**src/rtl/keypad_pkg.sv**
```systemverilog
// Shared constants, event record and scan state encoding for the 5x5 keypad scanner.
package keypad_pkg;

  localparam int NUM_ROWS = 5;
  localparam int NUM_COLS = 5;
  localparam int NUM_KEYS = 25;
  localparam int KEY_W    = 5;

  typedef struct packed {
    logic [KEY_W-1:0] key;
    logic             press;
  } key_evt_t;

  typedef enum logic [1:0] {
    WAIT,
    SAMPLE,
    UPDATE
  } scan_state_t;

  // Key numbering is row-major: row*5 + col.
  function automatic logic [KEY_W-1:0] key_index(input logic [2:0] ridx, input logic [2:0] c);
    return KEY_W'(ridx) * KEY_W'(NUM_COLS) + KEY_W'(c);
  endfunction

endpackage

```
**src/rtl/keypad_scan_ctrl_if.sv**
```systemverilog
// Key-event valid/ready channel between the scanner (master) and its consumer (slave).
interface keypad_scan_ctrl_if;
  import keypad_pkg::*;

  logic             evt_valid;
  logic             evt_ready;
  logic [KEY_W-1:0] evt_key;
  logic             evt_press;

  modport master (output evt_valid, output evt_key, output evt_press, input evt_ready);
  modport slave  (input evt_valid, input evt_key, input evt_press, output evt_ready);

endinterface

```
**src/rtl/keypad_evt_fifo.sv**
```systemverilog
// First-word-fall-through event FIFO; a push into a full FIFO succeeds only with a same-cycle pop.
module keypad_evt_fifo
  import keypad_pkg::*;
#(
  parameter int DEPTH = 8
) (
  input  logic     clk,
  input  logic     rst,
  input  logic     push,
  input  key_evt_t push_data,
  input  logic     pop,
  output key_evt_t head,
  output logic     full,
  output logic     empty
);

  localparam int AW = $clog2(DEPTH);

  key_evt_t        mem_q [DEPTH];
  logic [AW-1:0]   wr_ptr_q, wr_ptr_d;
  logic [AW-1:0]   rd_ptr_q, rd_ptr_d;
  logic [AW:0]     count_q, count_d;
  logic            do_push, do_pop;

  assign empty = (count_q == '0);
  assign full  = (count_q == (AW+1)'(DEPTH));
  assign head  = mem_q[rd_ptr_q];

  always_comb begin
    do_pop   = pop && !empty;
    // The slot freed by a pop is reusable in the same cycle.
    do_push  = push && (!full || do_pop);
    wr_ptr_d = wr_ptr_q + AW'(do_push);
    rd_ptr_d = rd_ptr_q + AW'(do_pop);
    count_d  = count_q + (AW+1)'(do_push) - (AW+1)'(do_pop);
  end

  always_ff @(posedge clk) begin
    if (rst) begin
      wr_ptr_q <= '0;
      rd_ptr_q <= '0;
      count_q  <= '0;
    end else begin
      wr_ptr_q <= wr_ptr_d;
      rd_ptr_q <= rd_ptr_d;
      count_q  <= count_d;
    end
  end

  // NOTE: storage is not reset; clearing the pointers discards its contents, and
  // the top masks the head while empty.
  always_ff @(posedge clk) begin
    if (do_push) mem_q[wr_ptr_q] <= push_data;
  end

endmodule

```
**src/rtl/keypad_scan_ctrl.sv**
```systemverilog
// Row scanner for the 5x5 keypad: samples columns once per row, debounces each key,
// and queues press/release events for a valid/ready consumer.
module keypad_scan_ctrl
  import keypad_pkg::*;
#(
  parameter int CLOCKS_PER_ROW = 200000,
  parameter int SETTLE         = 100000,
  parameter int DEBOUNCE_SCANS = 4,
  parameter int FIFO_DEPTH     = 8
) (
  input  logic                clk,
  input  logic                rst,
  input  logic [NUM_COLS-1:0] col,
  output logic [NUM_ROWS-1:0] row_en,
  output logic [NUM_KEYS-1:0] key_state,
  output logic                scan_done,
  output logic                overflow,
  keypad_scan_ctrl_if.master  evt
);

  localparam int             CW         = $clog2(CLOCKS_PER_ROW);
  localparam logic [CW-1:0]  CNT_LAST   = CW'(CLOCKS_PER_ROW - 1);
  localparam logic [CW-1:0]  CNT_SAMPLE = CW'(SETTLE - 1);
  localparam logic [2:0]     DB_LIMIT   = 3'(DEBOUNCE_SCANS);
  localparam logic [2:0]     ROW_LAST   = 3'(NUM_ROWS - 1);
  localparam logic [2:0]     COL_LAST   = 3'(NUM_COLS - 1);

  scan_state_t         state_q, state_d;
  logic [CW-1:0]       cnt_q, cnt_d;
  logic [2:0]          ridx_q, ridx_d;
  logic [2:0]          c_q, c_d;
  logic [NUM_COLS-1:0] raw_q, raw_d;
  logic [NUM_KEYS-1:0] key_state_q, key_state_d;
  logic [2:0]          dbc_q [NUM_KEYS];
  logic [2:0]          dbc_d [NUM_KEYS];
  logic                scan_done_q, scan_done_d;
  logic                overflow_q, overflow_d;
  logic [KEY_W-1:0]    k;
  logic                push, pop, full, empty;
  key_evt_t            push_data, head;

  keypad_evt_fifo #(.DEPTH(FIFO_DEPTH)) u_fifo (
    .clk       (clk),
    .rst       (rst),
    .push      (push),
    .push_data (push_data),
    .pop       (pop),
    .head      (head),
    .full      (full),
    .empty     (empty)
  );

  assign pop           = evt.evt_valid && evt.evt_ready;
  assign evt.evt_valid = !empty;
  assign evt.evt_key   = empty ? '0 : head.key;
  assign evt.evt_press = empty ? 1'b0 : head.press;
  assign row_en        = NUM_ROWS'(1) << ridx_q;
  assign key_state     = key_state_q;
  assign scan_done     = scan_done_q;
  assign overflow      = overflow_q;

  // NOTE: every output of this block gets a default first, so no path infers a latch.
  always_comb begin
    cnt_d       = cnt_q + CW'(1);
    ridx_d      = ridx_q;
    scan_done_d = 1'b0;
    state_d     = state_q;
    c_d         = c_q;
    raw_d       = raw_q;
    key_state_d = key_state_q;
    dbc_d       = dbc_q;
    push        = 1'b0;
    push_data   = '0;
    k           = key_index(ridx_q, c_q);

    if (cnt_q == CNT_LAST) begin
      cnt_d       = '0;
      ridx_d      = (ridx_q == ROW_LAST) ? 3'd0 : ridx_q + 3'd1;
      scan_done_d = (ridx_q == ROW_LAST);
    end

    case (state_q)
      // Keyed on the next count so SAMPLE coincides with cnt == SETTLE-1.
      WAIT: if (cnt_d == CNT_SAMPLE) state_d = SAMPLE;
      SAMPLE: begin
        raw_d   = ~col;
        c_d     = 3'd0;
        state_d = UPDATE;
      end
      UPDATE: begin
        if (raw_q[c_q] == key_state_q[k]) begin
          dbc_d[k] = '0;
        end else if (dbc_q[k] + 3'd1 == DB_LIMIT) begin
          key_state_d[k] = raw_q[c_q];
          dbc_d[k]       = '0;
          push           = 1'b1;
          push_data      = '{key: k, press: raw_q[c_q]};
        end else begin
          dbc_d[k] = dbc_q[k] + 3'd1;
        end
        if (c_q == COL_LAST) state_d = WAIT;
        else                 c_d     = c_q + 3'd1;
      end
      default: state_d = WAIT;
    endcase

    // A dropped event still flips key_state; only the report is lost.
    overflow_d = overflow_q | (push && full && !pop);
  end

  // NOTE: non-blocking assignments make every flop sample pre-edge values.
  always_ff @(posedge clk) begin
    if (rst) begin
      state_q     <= WAIT;
      cnt_q       <= '0;
      ridx_q      <= '0;
      c_q         <= '0;
      raw_q       <= '0;
      key_state_q <= '0;
      scan_done_q <= 1'b0;
      overflow_q  <= 1'b0;
      for (int i = 0; i < NUM_KEYS; i++) dbc_q[i] <= '0;
    end else begin
      state_q     <= state_d;
      cnt_q       <= cnt_d;
      ridx_q      <= ridx_d;
      c_q         <= c_d;
      raw_q       <= raw_d;
      key_state_q <= key_state_d;
      scan_done_q <= scan_done_d;
      overflow_q  <= overflow_d;
      dbc_q       <= dbc_d;
    end
  end

endmodule

```
**src/flat_wrapper.sv**
```systemverilog
// flat-port wrapper written by rule: the top's interface ports become plain ports
module keypad_scan_ctrl_flat import keypad_pkg::*;
#(
  parameter int CLOCKS_PER_ROW = 200000,
  parameter int SETTLE         = 100000,
  parameter int DEBOUNCE_SCANS = 4,
  parameter int FIFO_DEPTH     = 8
)
  (clk, rst, col, row_en, key_state, scan_done, overflow, evt_evt_valid, evt_evt_key, evt_evt_press, evt_evt_ready);
  keypad_scan_ctrl_if evt_i ();
  input  logic clk;
  input  logic rst;
  input  logic [NUM_COLS-1:0] col;
  output logic [NUM_ROWS-1:0] row_en;
  output logic [NUM_KEYS-1:0] key_state;
  output logic scan_done;
  output logic overflow;
  output wire logic [$bits(evt_i.evt_valid)-1:0] evt_evt_valid;
  output wire logic [$bits(evt_i.evt_key)-1:0] evt_evt_key;
  output wire logic [$bits(evt_i.evt_press)-1:0] evt_evt_press;
  input wire logic [$bits(evt_i.evt_ready)-1:0] evt_evt_ready;
  assign evt_evt_valid = evt_i.evt_valid;
  assign evt_evt_key = evt_i.evt_key;
  assign evt_evt_press = evt_i.evt_press;
  assign evt_i.evt_ready = evt_evt_ready;
  keypad_scan_ctrl #(.CLOCKS_PER_ROW(CLOCKS_PER_ROW), .SETTLE(SETTLE), .DEBOUNCE_SCANS(DEBOUNCE_SCANS), .FIFO_DEPTH(FIFO_DEPTH)) u_core (.clk(clk), .rst(rst), .col(col), .row_en(row_en), .key_state(key_state), .scan_done(scan_done), .overflow(overflow), .evt(evt_i));
endmodule
```
**config.mk**
```make
export PLATFORM = sky130hd
export DESIGN_NAME = keypad_scan_ctrl_flat
export DESIGN_NICKNAME = d
export VERILOG_FILES = /design/src/rtl/keypad_pkg.sv /design/src/rtl/keypad_scan_ctrl_if.sv /design/src/rtl/keypad_evt_fifo.sv /design/src/rtl/keypad_scan_ctrl.sv /design/src/flat_wrapper.sv
export SDC_FILE = /design/constraint.sdc
export NUM_CORES = 1
export LEC_CHECK = 0
export CORE_UTILIZATION = 60
export CTS_CLUSTER_DIAMETER = 100
export DETAILED_ROUTE_END_ITERATION = 16
export PLACE_DENSITY = 0.89
export SLEW_MARGIN = 20
export SYNTH_ARGS = -nofsm -noshare
export SYNTH_HDL_FRONTEND = slang
export SYNTH_SLANG_ARGS = --single-unit
```
**constraint.sdc**
```tcl
create_clock -name clk -period 7.3 [get_ports clk]
set_input_delay 1.46 -clock clk [delete_from_list [all_inputs] [get_ports clk]]
set_output_delay 1.46 -clock clk [all_outputs]
set_load 0.02 [all_outputs]
```
==> flow_metrics.py, run 1 <==
metrics = {
    "status": {
        "status": "finished, final reports clean",
    },
    "detailed_routing": {
        "vias": 7480,
        "drc": 0,
        "drt-wirelength-per-cell_um": 20.09,
        "vias_per_cell": 6.579,
        "routed_wl_um": 22850,
        "drtIter0Drc": 1053,
        "ant_nets": 0,
        "dr.pass1.iters": 8,
    },
    "setup_path": {
        "critPathCapture": "u_core.u_fifo.count_q[2]",
        "start_kind": "flip-flop",
        "crit_path_max_incr_delay_ns": 0.78,
        "critPathRequiredTime_ns": 7.59,
        "r2r_cells": 18,
        "arrival_ns": 6.46,
        "crit_top_cell": "ha_1",
        "crit_type": "flip-flop to flip-flop",
        "end_kind": "flip-flop",
        "rr_startpoint": "u_core.ridx_q[2]",
        "slowest_stage": "xnor2_1",
        "path_max_fanout": 54,
        "ff2ff_setup_slack_ns": 1.13,
        "crit_start": "u_core.ridx_q[2]",
        "r2r_end": "u_core.u_fifo.count_q[2]",
        "crit_chain": "ha_1, ha_1, inv_1, fa_1, xnor2_1, nand2_1, o311ai_1, or4_1, buf_4, nand4_2, or2_2, ha_1, inv_1, ha_1, inv_1, fa_1, xor2_1, nor2_1",
    },
    "cts": {
        "cts-root-buf": "clkbuf_16",
        "clk_path_buf_depth": 2,
        "cts_tree": "built",
        "numCtsBuffers": 17,
        "clock-sinks": 191,
        "cts_resized": 0,
        "clkTransAtPathRegs_ns": 0.07,
        "postCtsHoldBufs": 0,
        "htree_levels": 4,
        "post_cts_buffers": 0,
        "clkLatencyLatePin_ns": 0.43,
    },
    "job": {
        "cap_violations": 0,
    },
    "synth": {
        "ys.flop_type": "dfxtp_1",
        "synth.ff_latch_count": 191,
        "synth-edff-count": 48,
        "yosysMostFrequentCell": "dfxtp_1",
        "yosys_warnings": 0,
        "synth_async_sr_flop_share_pct": 0,
        "seq_area_frac_synth_pct": 46.58,
        "ys_types": 62,
        "netlist_area_sq_um": 9240,
        "yosysTopAreaCellShare_pct": 30.98,
        "synthesis.nets": 969,
        "ys_top_cells_by_count": "143 x dfxtp_1, 86 x nand3_1, 77 x nor2_1",
        "syn_area_per_cell_sq_um": 9.925,
        "synth_top_area_cell": "dfxtp_1",
        "yosys-top-cells-area": "dfxtp_1 31%, edfxtp_1 16%, mux4_2 9.0%, nand3_1 4.7%, ha_1 3.8%",
        "syn_inst": 931,
    },
    "floorplan": {
        "num_rows": 44,
        "die_h_um": 126.1,
        "chipWidth_um": 126.1,
        "pin_count": 47,
        "die-area_sq_um": 15900,
        "core-area_sq_um": 14750,
        "initial_core_util_pct": 62.63,
    },
    "cells_and_area": {
        "area_growth_syn_to_layout_pct": 11.27,
        "n_fill_cell": 1055,
        "seqCellArea_sq_um": 4304,
        "drive_above_1_share_pct": 9.654,
        "multi_input_area_sq_um": 4559,
        "antenna_cells": 0,
        "layout.nets": 978,
        "final_util_pct": 69.68,
    },
    "pwr": {
        "internal_power_uw": 1684,
        "pwr-share-seq_pct": 51.0,
        "switchingPower_uw": 529.4,
        "power_uw": 2214,
        "leakage_uw": 0.003347,
        "swShare_pct": 23.91,
        "combPwrFrac_pct": 9.6,
        "vdd_drop_max_v": 0.0001684,
        "clkPwrFrac_pct": 39.4,
        "p_per_area_nw_per_um2": 215.3,
    },
    "sta": {
        "finalHoldViolCount": 0,
        "max_freq_mhz": 162.0,
        "grt_setup_unrepaired": "false",
        "fin_setup_tns_ns": 0,
        "timing.final.crit_share_pct": 84.56,
        "period_minus_slack_ns": 6.173,
        "fin_worst_skew_ns": 0.01050,
        "setup_violations": 0,
        "worst_pin_slew_ns": 1.079,
        "drv_slew": 0,
        "slew_headroom_pct": 27.49,
    },
    "global_routing": {
        "grt_max_degree": 78,
        "grt_util_all_layers_pct": 29.72,
        "antenna_found_initial": 0,
        "grt_overflow": 0,
        "grt_pass1_vias": 6972,
        "grt_pass1_wl_um": 36870,
    },
    "place": {
        "hpwl_um": 14700,
        "port_buffers": 46,
        "gp_congestion": 0.9730,
    },
    "min_path": {
        "hp-class": "flip-flop to flip-flop",
    },
}
## per-layer routing
| metal | global-route usage [%] | up-vias | wire, um |
|---|---|---|---|
| li1 | - | 3458 | - |
| met1 | 39.65 | 3548 | 9430 |
| met2 | 47.16 | 407 | 10750 |
| met3 | 6.075 | 67 | 2008 |
| met4 | 12.83 | 0 | 656 |
| met5 | 0 | - | 0 |
## layout by cell type, fill, tap and decap left out, drive strengths merged, types with 3 or more instances in the layout
cell type / instances
dfxtp: 143
nand3: 86
nor2: 78
nand2: 58
o21ai: 56
nand4: 52
edfxtp: 48
clkdlybuf4s50: 45
a21oi: 43
mux4: 37
nor2b: 34
nor3: 29
inv: 29
ha: 28
o2bb2ai: 23
clkbuf: 22
buf: 13
xnor2: 12
xor2: 12
and3: 11
a211oi: 10
mux2i: 10
nor4: 8
or3: 6
clkinv: 6
a31oi: 5
nor4b: 5
nand4b: 4
nand2b: 3
or2: 3
nor3b: 3
## critical path: cells and delay by family, from the launching register on
kind | cells | cell delay, ns
compound gates | 1 | 0.55
xor+xnor | 2 | 0.93
fa+ha+maj | 6 | 1.90
buf+inv | 4 | 0.65
flops | 1 | 0.48
simple gates | 5 | 1.48
## cell type report
cell class	count	area share, %
multi-input combinational	645	44.35
clock buffer	22	4.418
sequential	191	41.86
timing repair buffer	58	5.306
tap	184	2.239
inverter	27	0.9858
clock inverter	10	0.8397
## worst min-delay path by stage
| stage | slack (ns) | startpoint | depth (start not counted) | end |
|---|---|---|---|---|
| 2_1_floorplan | 0.43 | u_core.dbc_q[20] | 2 | u_core.dbc_q[20] |
| 3_3_place_gp | 0.44 | u_core.dbc_q[11] | 2 | u_core.dbc_q[11] |
| 3_5_place_dp | 0.44 | u_core.dbc_q[47] | 2 | u_core.dbc_q[47] |
| 4_1_cts | 0.45 | u_core.dbc_q[47] | 2 | u_core.dbc_q[47] |
| 5_1_grt | 0.47 | u_core.dbc_q[47] | 2 | u_core.dbc_q[47] |
| 6_report | 0.45 | u_core.dbc_q[71] | 2 | u_core.dbc_q[71] |
## power by group through the flow
stage | Clock (uW) | Sequential, uW | Combinational [uW]
floorplan | 0 | 1130 | 180
global placement | 0 | 1150 | 201
detailed placement | 0 | 1150 | 209
CTS | 874 | 1130 | 215
global route | 923 | 1130 | 234
finish | 872 | 1130 | 213
## logic make-up (layout without fill, tap and decap cells)
logic type / after synthesis / after routing / synth area share (%)
fa+ha+maj: 30 / 30 / 4.225
mux: 47 / 47 / 10.10
xor+xnor: 24 / 24 / 2.356
simple gates: 389 / 389 / 21.99
buf+inv: 95 / 117 / 4.157
compound gates: 155 / 155 / 10.59
flops: 191 / 191 / 46.58
## registers in the layout, summed over array words and instances (netlist names)
register	count
u_core.c_q	3
u_core.cnt_q	18
u_core.dbc_q	75
u_core.key_state	25
u_core.overflow	1
u_core.raw_q	5
u_core.ridx_q	3
u_core.scan_done	1
u_core.state_q	2
u_core.u_fifo.count_q	4
u_core.u_fifo.mem_q	48
u_core.u_fifo.rd_ptr_q	3
u_core.u_fifo.wr_ptr_q	3
## per-stage QoR
stage	setup slack [ns]	cell area, sq um	std cells	hold WS, ns
after floorplan	2.233	9240	931	0.4287
after detailed placement	1.327	9741	1105	0.4434
final	1.127	10280	1137	0.4512
after global placement	1.455	9741	1105	0.4365
after global routing	0.7733	10280	1137	0.4675
after CTS	1.290	10280	1137	0.4522
Power figures use the tool's default switching activity.
==> run 2: changes to the inputs <==
clock period = 5.7 ns   (was 7.3 ns; I/O delays follow)
==> flow_metrics.py, run 2 (synthesized netlist as in run 1, its figures left out) <==
metrics = {
    "status": {
        "status": "finished, final reports clean",
    },
    "sta": {
        "grt_setup_unrepaired": "false",
        "hold_ws_ns": 0.4539,
        "fin_worst_skew_ns": 0.01336,
        "finalHoldViolCount": 0,
        "max_freq_mhz": 187.0,
        "timing.final.crit_share_pct": 93.83,
        "drv_slew": 0,
        "fin_setup_tns_ns": 0,
        "worst_pin_slew_ns": 1.038,
        "slew_headroom_pct": 30.62,
        "period_minus_slack_ns": 5.348,
        "setup_violations": 0,
    },
    "setup_path": {
        "cp_top_family": "adder cells",
        "crit_buf_inv": 5,
        "slowest_stage": "fa_1",
        "crit_path_max_incr_delay_ns": 0.50,
        "crit_top_cell": "ha_1",
        "ff2ff_setup_slack_ns": 0.35,
        "arrival_ns": 5.66,
        "crit_chain": "ha_1, ha_1, inv_1, fa_1, xnor2_1, buf_4, nor3_1, nor3_1, a21oi_1, nor3_1, ha_1, inv_1, and4_1, nor3_2, nand4_2, or2_2, ha_1, inv_1, ha_1, inv_1, fa_1, xor2_1, nor2_1",
        "end_kind": "flip-flop",
        "crit_type": "flip-flop to flip-flop",
        "critPathRequiredTime_ns": 6.01,
        "start_kind": "flip-flop",
        "path_max_fanout": 9,
    },
    "cells_and_area": {
        "max_flop_register": "u_core.dbc_q",
        "final_common_cell": "dfxtp_1",
        "layout.nets": 990,
        "seqCellArea_sq_um": 4304,
        "most-common-layout-cells": "143 x dfxtp_1, 86 x nand3_1, 77 x nor2_1, 56 x nand2_1, 55 x o21ai_0",
        "multi_input_area_sq_um": 4576,
        "antenna_cells": 0,
        "instances_no_fill": 1149,
        "drive_above_1_share_pct": 11.50,
        "largest_reg_flops": 75,
        "final_util_pct": 70.63,
        "area_growth_syn_to_layout_pct": 12.78,
        "n_fill_cell": 1057,
    },
    "place": {
        "port_buffers": 46,
        "dp_cells": 1117,
        "gp_congestion": 0.9913,
        "hpwl_um": 15670,
    },
    "cts": {
        "htree_levels": 4,
        "clkLatencyLatePin_ns": 0.44,
        "clkTransAtPathRegs_ns": 0.07,
        "clock-sinks": 191,
        "cts-root-buf": "clkbuf_16",
        "numCtsBuffers": 17,
        "clk_path_buf_depth": 2,
        "post_cts_buffers": 0,
        "cts_tree": "built",
    },
    "floorplan": {
        "die_h_um": 126.1,
        "num_rows": 44,
        "core-area_sq_um": 14750,
        "initial_core_util_pct": 62.63,
        "die-area_sq_um": 15900,
        "chipWidth_um": 126.1,
        "pin_count": 47,
    },
    "pwr": {
        "swShare_pct": 25.43,
        "internal_power_uw": 2155,
        "leakage_uw": 0.003417,
        "switchingPower_uw": 735.2,
        "pwr-share-seq_pct": 50.1,
        "combPwrFrac_pct": 10.0,
        "clkPwrFrac_pct": 39.9,
        "vdd_drop_max_v": 0.0002135,
        "power_uw": 2891,
        "p_per_area_nw_per_um2": 277.4,
    },
    "global_routing": {
        "grt_util_all_layers_pct": 31.11,
        "grt_overflow": 0,
        "antenna_found_initial": 0,
        "grt_pass1_wl_um": 38250,
        "grt_pass1_vias": 7217,
        "grt_max_degree": 56,
    },
    "detailed_routing": {
        "vias_per_cell": 6.653,
        "dr.pass1.iters": 6,
        "drtIter0Drc": 768,
        "drt-wirelength-per-cell_um": 21.03,
        "drc": 0,
        "ant_nets": 0,
        "routed_wl_um": 24170,
        "vias": 7644,
    },
    "min_path": {
        "hp-class": "flip-flop to flip-flop",
    },
    "job": {
        "cap_violations": 0,
    },
}
-- run 2: metal layers --
| metal | track usage, % | share of wire (%) |
|---|---|---|
| met1 | 41.19 | 41 |
| met2 | 49.40 | 47 |
| met3 | 5.692 | 8.1 |
| met4 | 15.17 | 4.0 |
| met5 | 0 | 0 |
-- run 2: area by class of cell --
cell class / instances / share of cell area (%)
clock inverters: 14 / 1.273
inverters: 27 / 0.9725
clock buffers: 18 / 4.118
repair buffers: 70 / 6.219
multi-input cells: 645 / 43.91
well taps: 184 / 2.209
flip-flops and latches: 191 / 41.30
-- run 2: power groups by stage --
stage | clock, uW | combinational (uW) | sequential [uW]
floorplan | 0 | 230 | 1450
global placement | 0 | 257 | 1480
detailed placement | 0 | 279 | 1480
CTS | 1150 | 287 | 1450
global route | 1220 | 311 | 1450
finish | 1150 | 290 | 1450
-- run 2: final timing paths --
check	startpoint	endpoint	cells past startpoint
setup / recovery	u_core.ridx_q[2]	u_core.u_fifo.count_q[2]	23
hold / removal	u_core.dbc_q[68]	u_core.dbc_q[68]	2
hold reg to reg	u_core.dbc_q[68]	u_core.dbc_q[68]	2
setup reg to reg	u_core.ridx_q[2]	u_core.u_fifo.count_q[2]	23
-- run 2: timing repair --
item                                    in CTS  in global routing
endpoints found under the setup margin       0                  3
resized for setup                            0                  5
hold buffers                                 0                  0
-- run 2: metrics by stage --
stage | instance area [sq um] | setup WS, ns
floorplan | 9240 | 0.6327
global route | 10420 | 0.007034
global placement | 9843 | 0.5892
CTS | 10410 | 0.3478
finish | 10420 | 0.3520
detailed placement | 9843 | 0.3903
-- run 2: worst min-delay path, delay by kind of cell (launching register included) --
family          cells  cell delay [ns]
flops               1             0.31
compound gates      1             0.05
simple gates        1             0.05
==> run 3: changes to the inputs <==
CTS_CLUSTER_SIZE = 30   (was unset)
PLACE_DENSITY = unset   (was 0.89)
PLACE_DENSITY_LB_ADDON = 0.15   (was unset)
==> flow_metrics.py, run 3 (synthesized netlist as in run 1, its figures left out) <==
metrics = {
    "detailed_routing": {
        "dr.pass1.iters": 5,
        "vias_per_cell": 6.466,
        "routed_wl_um": 23320,
        "ant_nets": 0,
        "drc": 0,
        "drtIter0Drc": 734,
        "drt-wirelength-per-cell_um": 20.26,
        "vias": 7442,
    },
    "job": {
        "cap_violations": 0,
    },
    "setup_path": {
        "arrival_ns": 5.57,
        "cp_top_family": "adder cells",
        "critical_path_depth": 23,
        "crit_buf_inv": 5,
        "ff2ff_setup_slack_ns": 0.44,
        "crit_path_max_incr_delay_ns": 0.53,
        "slowest_stage": "fa_1",
        "r2r_cells": 23,
        "critPathRequiredTime_ns": 6.01,
        "path_max_fanout": 9,
        "rr_startpoint": "u_core.ridx_q[2]",
        "crit_top_cell": "ha_1",
        "end_kind": "flip-flop",
        "crit_start": "u_core.ridx_q[2]",
        "crit_type": "flip-flop to flip-flop",
        "crit_chain": "ha_1, ha_1, inv_1, fa_1, xnor2_1, buf_4, nor3_1, nor3_1, a21oi_1, nor3_1, ha_1, inv_1, and4_1, nor3_2, nand4_2, or2_2, ha_1, inv_1, ha_1, inv_1, fa_1, xor2_1, nor2_1",
        "start_kind": "flip-flop",
    },
    "cells_and_area": {
        "antenna_cells": 0,
        "most-common-layout-cells": "143 x dfxtp_1, 86 x nand3_1, 77 x nor2_1, 57 x nand2_1, 55 x o21ai_0",
        "area_growth_syn_to_layout_pct": 12.96,
        "max_flop_register": "u_core.dbc_q",
        "largest_reg_flops": 75,
        "final_common_cell": "dfxtp_1",
        "fin_area_sq_um": 10440,
        "layout.nets": 992,
        "instances_no_fill": 1151,
        "n_fill_cell": 1106,
        "drive_above_1_share_pct": 11.48,
    },
    "cts": {
        "clock-sinks": 191,
        "cts_tree": "built",
        "cts-root-buf": "clkbuf_16",
        "clkLatencyLatePin_ns": 0.45,
        "post_cts_buffers": 0,
        "clkTransAtPathRegs_ns": 0.07,
        "htree_levels": 4,
        "numCtsBuffers": 17,
        "clk_path_buf_depth": 2,
    },
    "global_routing": {
        "grt_max_degree": 56,
        "grt_pass1_vias": 7243,
        "met3_usage_pct": 4.885,
        "met1_usage_pct": 39.21,
        "grt_overflow": 0,
        "grt_util_all_layers_pct": 30.78,
        "antenna_found_initial": 0,
        "busiest_layer": "met2",
        "grt_pass1_wl_um": 37860,
        "met2_usage_pct": 51.12,
    },
    "pwr": {
        "p_per_area_nw_per_um2": 276.6,
        "leakage_uw": 0.003422,
        "vdd_drop_max_v": 0.0002050,
        "power_uw": 2887,
    },
    "floorplan": {
        "num_rows": 44,
        "core-area_sq_um": 14750,
        "chipWidth_um": 126.1,
        "pin_count": 47,
        "die_h_um": 126.1,
        "initial_core_util_pct": 62.63,
        "die-area_sq_um": 15900,
    },
    "min_path": {
        "holdPathStages": 2,
        "hp-class": "flip-flop to flip-flop",
        "hp-start": "u_core.dbc_q[5]",
    },
    "sta": {
        "fin_worst_skew_ns": 0.01270,
        "drv_slew": 0,
        "slew_headroom_pct": 34.65,
        "fin_setup_tns_ns": 0,
        "setup_violations": 0,
        "timing.final.crit_share_pct": 92.21,
        "hold_ws_ns": 0.4554,
        "worst_pin_slew_ns": 0.9778,
        "grt_setup_unrepaired": "false",
        "finalHoldViolCount": 0,
        "period_minus_slack_ns": 5.256,
        "max_freq_mhz": 190.3,
    },
    "place": {
        "postPlaceCellArea_sq_um": 9846,
        "gp_congestion": 0.9042,
        "dp_cells": 1119,
        "hpwl_um": 15990,
        "port_buffers": 46,
    },
    "status": {
        "status": "finished, final reports clean",
    },
}
[run 3: cell count changes in the layout (fill, tap and decap cells not counted), moves of 2 or more]
cell        before  now
buf_4           23   26
clkinv_4         3    1
clkinvlp_2       0    2
inv_6            1    3
inv_8            3    0
[run 3: per-layer routing]
metal	wire length [um]	share of wire, %
met1	10020	43
met2	11250	48
met3	1276	5.5
met4	782	3.4
met5	0	0
[run 3: final cells by class]
class | instances | area (sq um) | area share [%]
timing repair buffer | 72 | 650.6 | 6.234
inverter | 27 | 101.3 | 0.9710
multi-input combinational | 645 | 4582 | 43.90
sequential | 191 | 4304 | 41.24
tap | 184 | 230.2 | 2.206
clock inverter | 14 | 140.1 | 1.343
clock buffer | 18 | 429.2 | 4.112
[run 3: stage by stage]
step / setup slack [ns] / utilization, %
finish: 0.4438 / 70.74
CTS: 0.3726 / 70.59
global placement: 0.5934 / 66.73
detailed placement: 0.3736 / 66.73
global route: 0.03263 / 70.74
floorplan: 0.6327 / -
[run 3: repair_timing]
item | CTS | global route
hold buffers | 0 | 0
endpoints found under the setup margin | 0 | 3
gates resized for setup | 0 | 4
[run 3: power by group]
group          internal, uW  total [uW]  switching (uW)
Combinational           142         273             131
Sequential             1400        1450            43.8
Clock                   644        1170             525
[run 3: worst reg2reg max path, delay by kind of cell (launching register included)]
kind                       cells  cell delay [ns]
xor gates and xnor gates       2             0.53
buffers and inverters          5             0.47
and+or+nand+nor                8             1.43
adders and majority gates      7             2.15
DFF                            1             0.47
AOI/OAI and AO/OA              1             0.07
[run 3: worst paths after layout]
check	endpoint
worst max-delay path	u_core.u_fifo.count_q[2]
worst min-delay path	u_core.dbc_q[5]
worst max register to register	u_core.u_fifo.count_q[2]
worst min register to register	u_core.dbc_q[5]
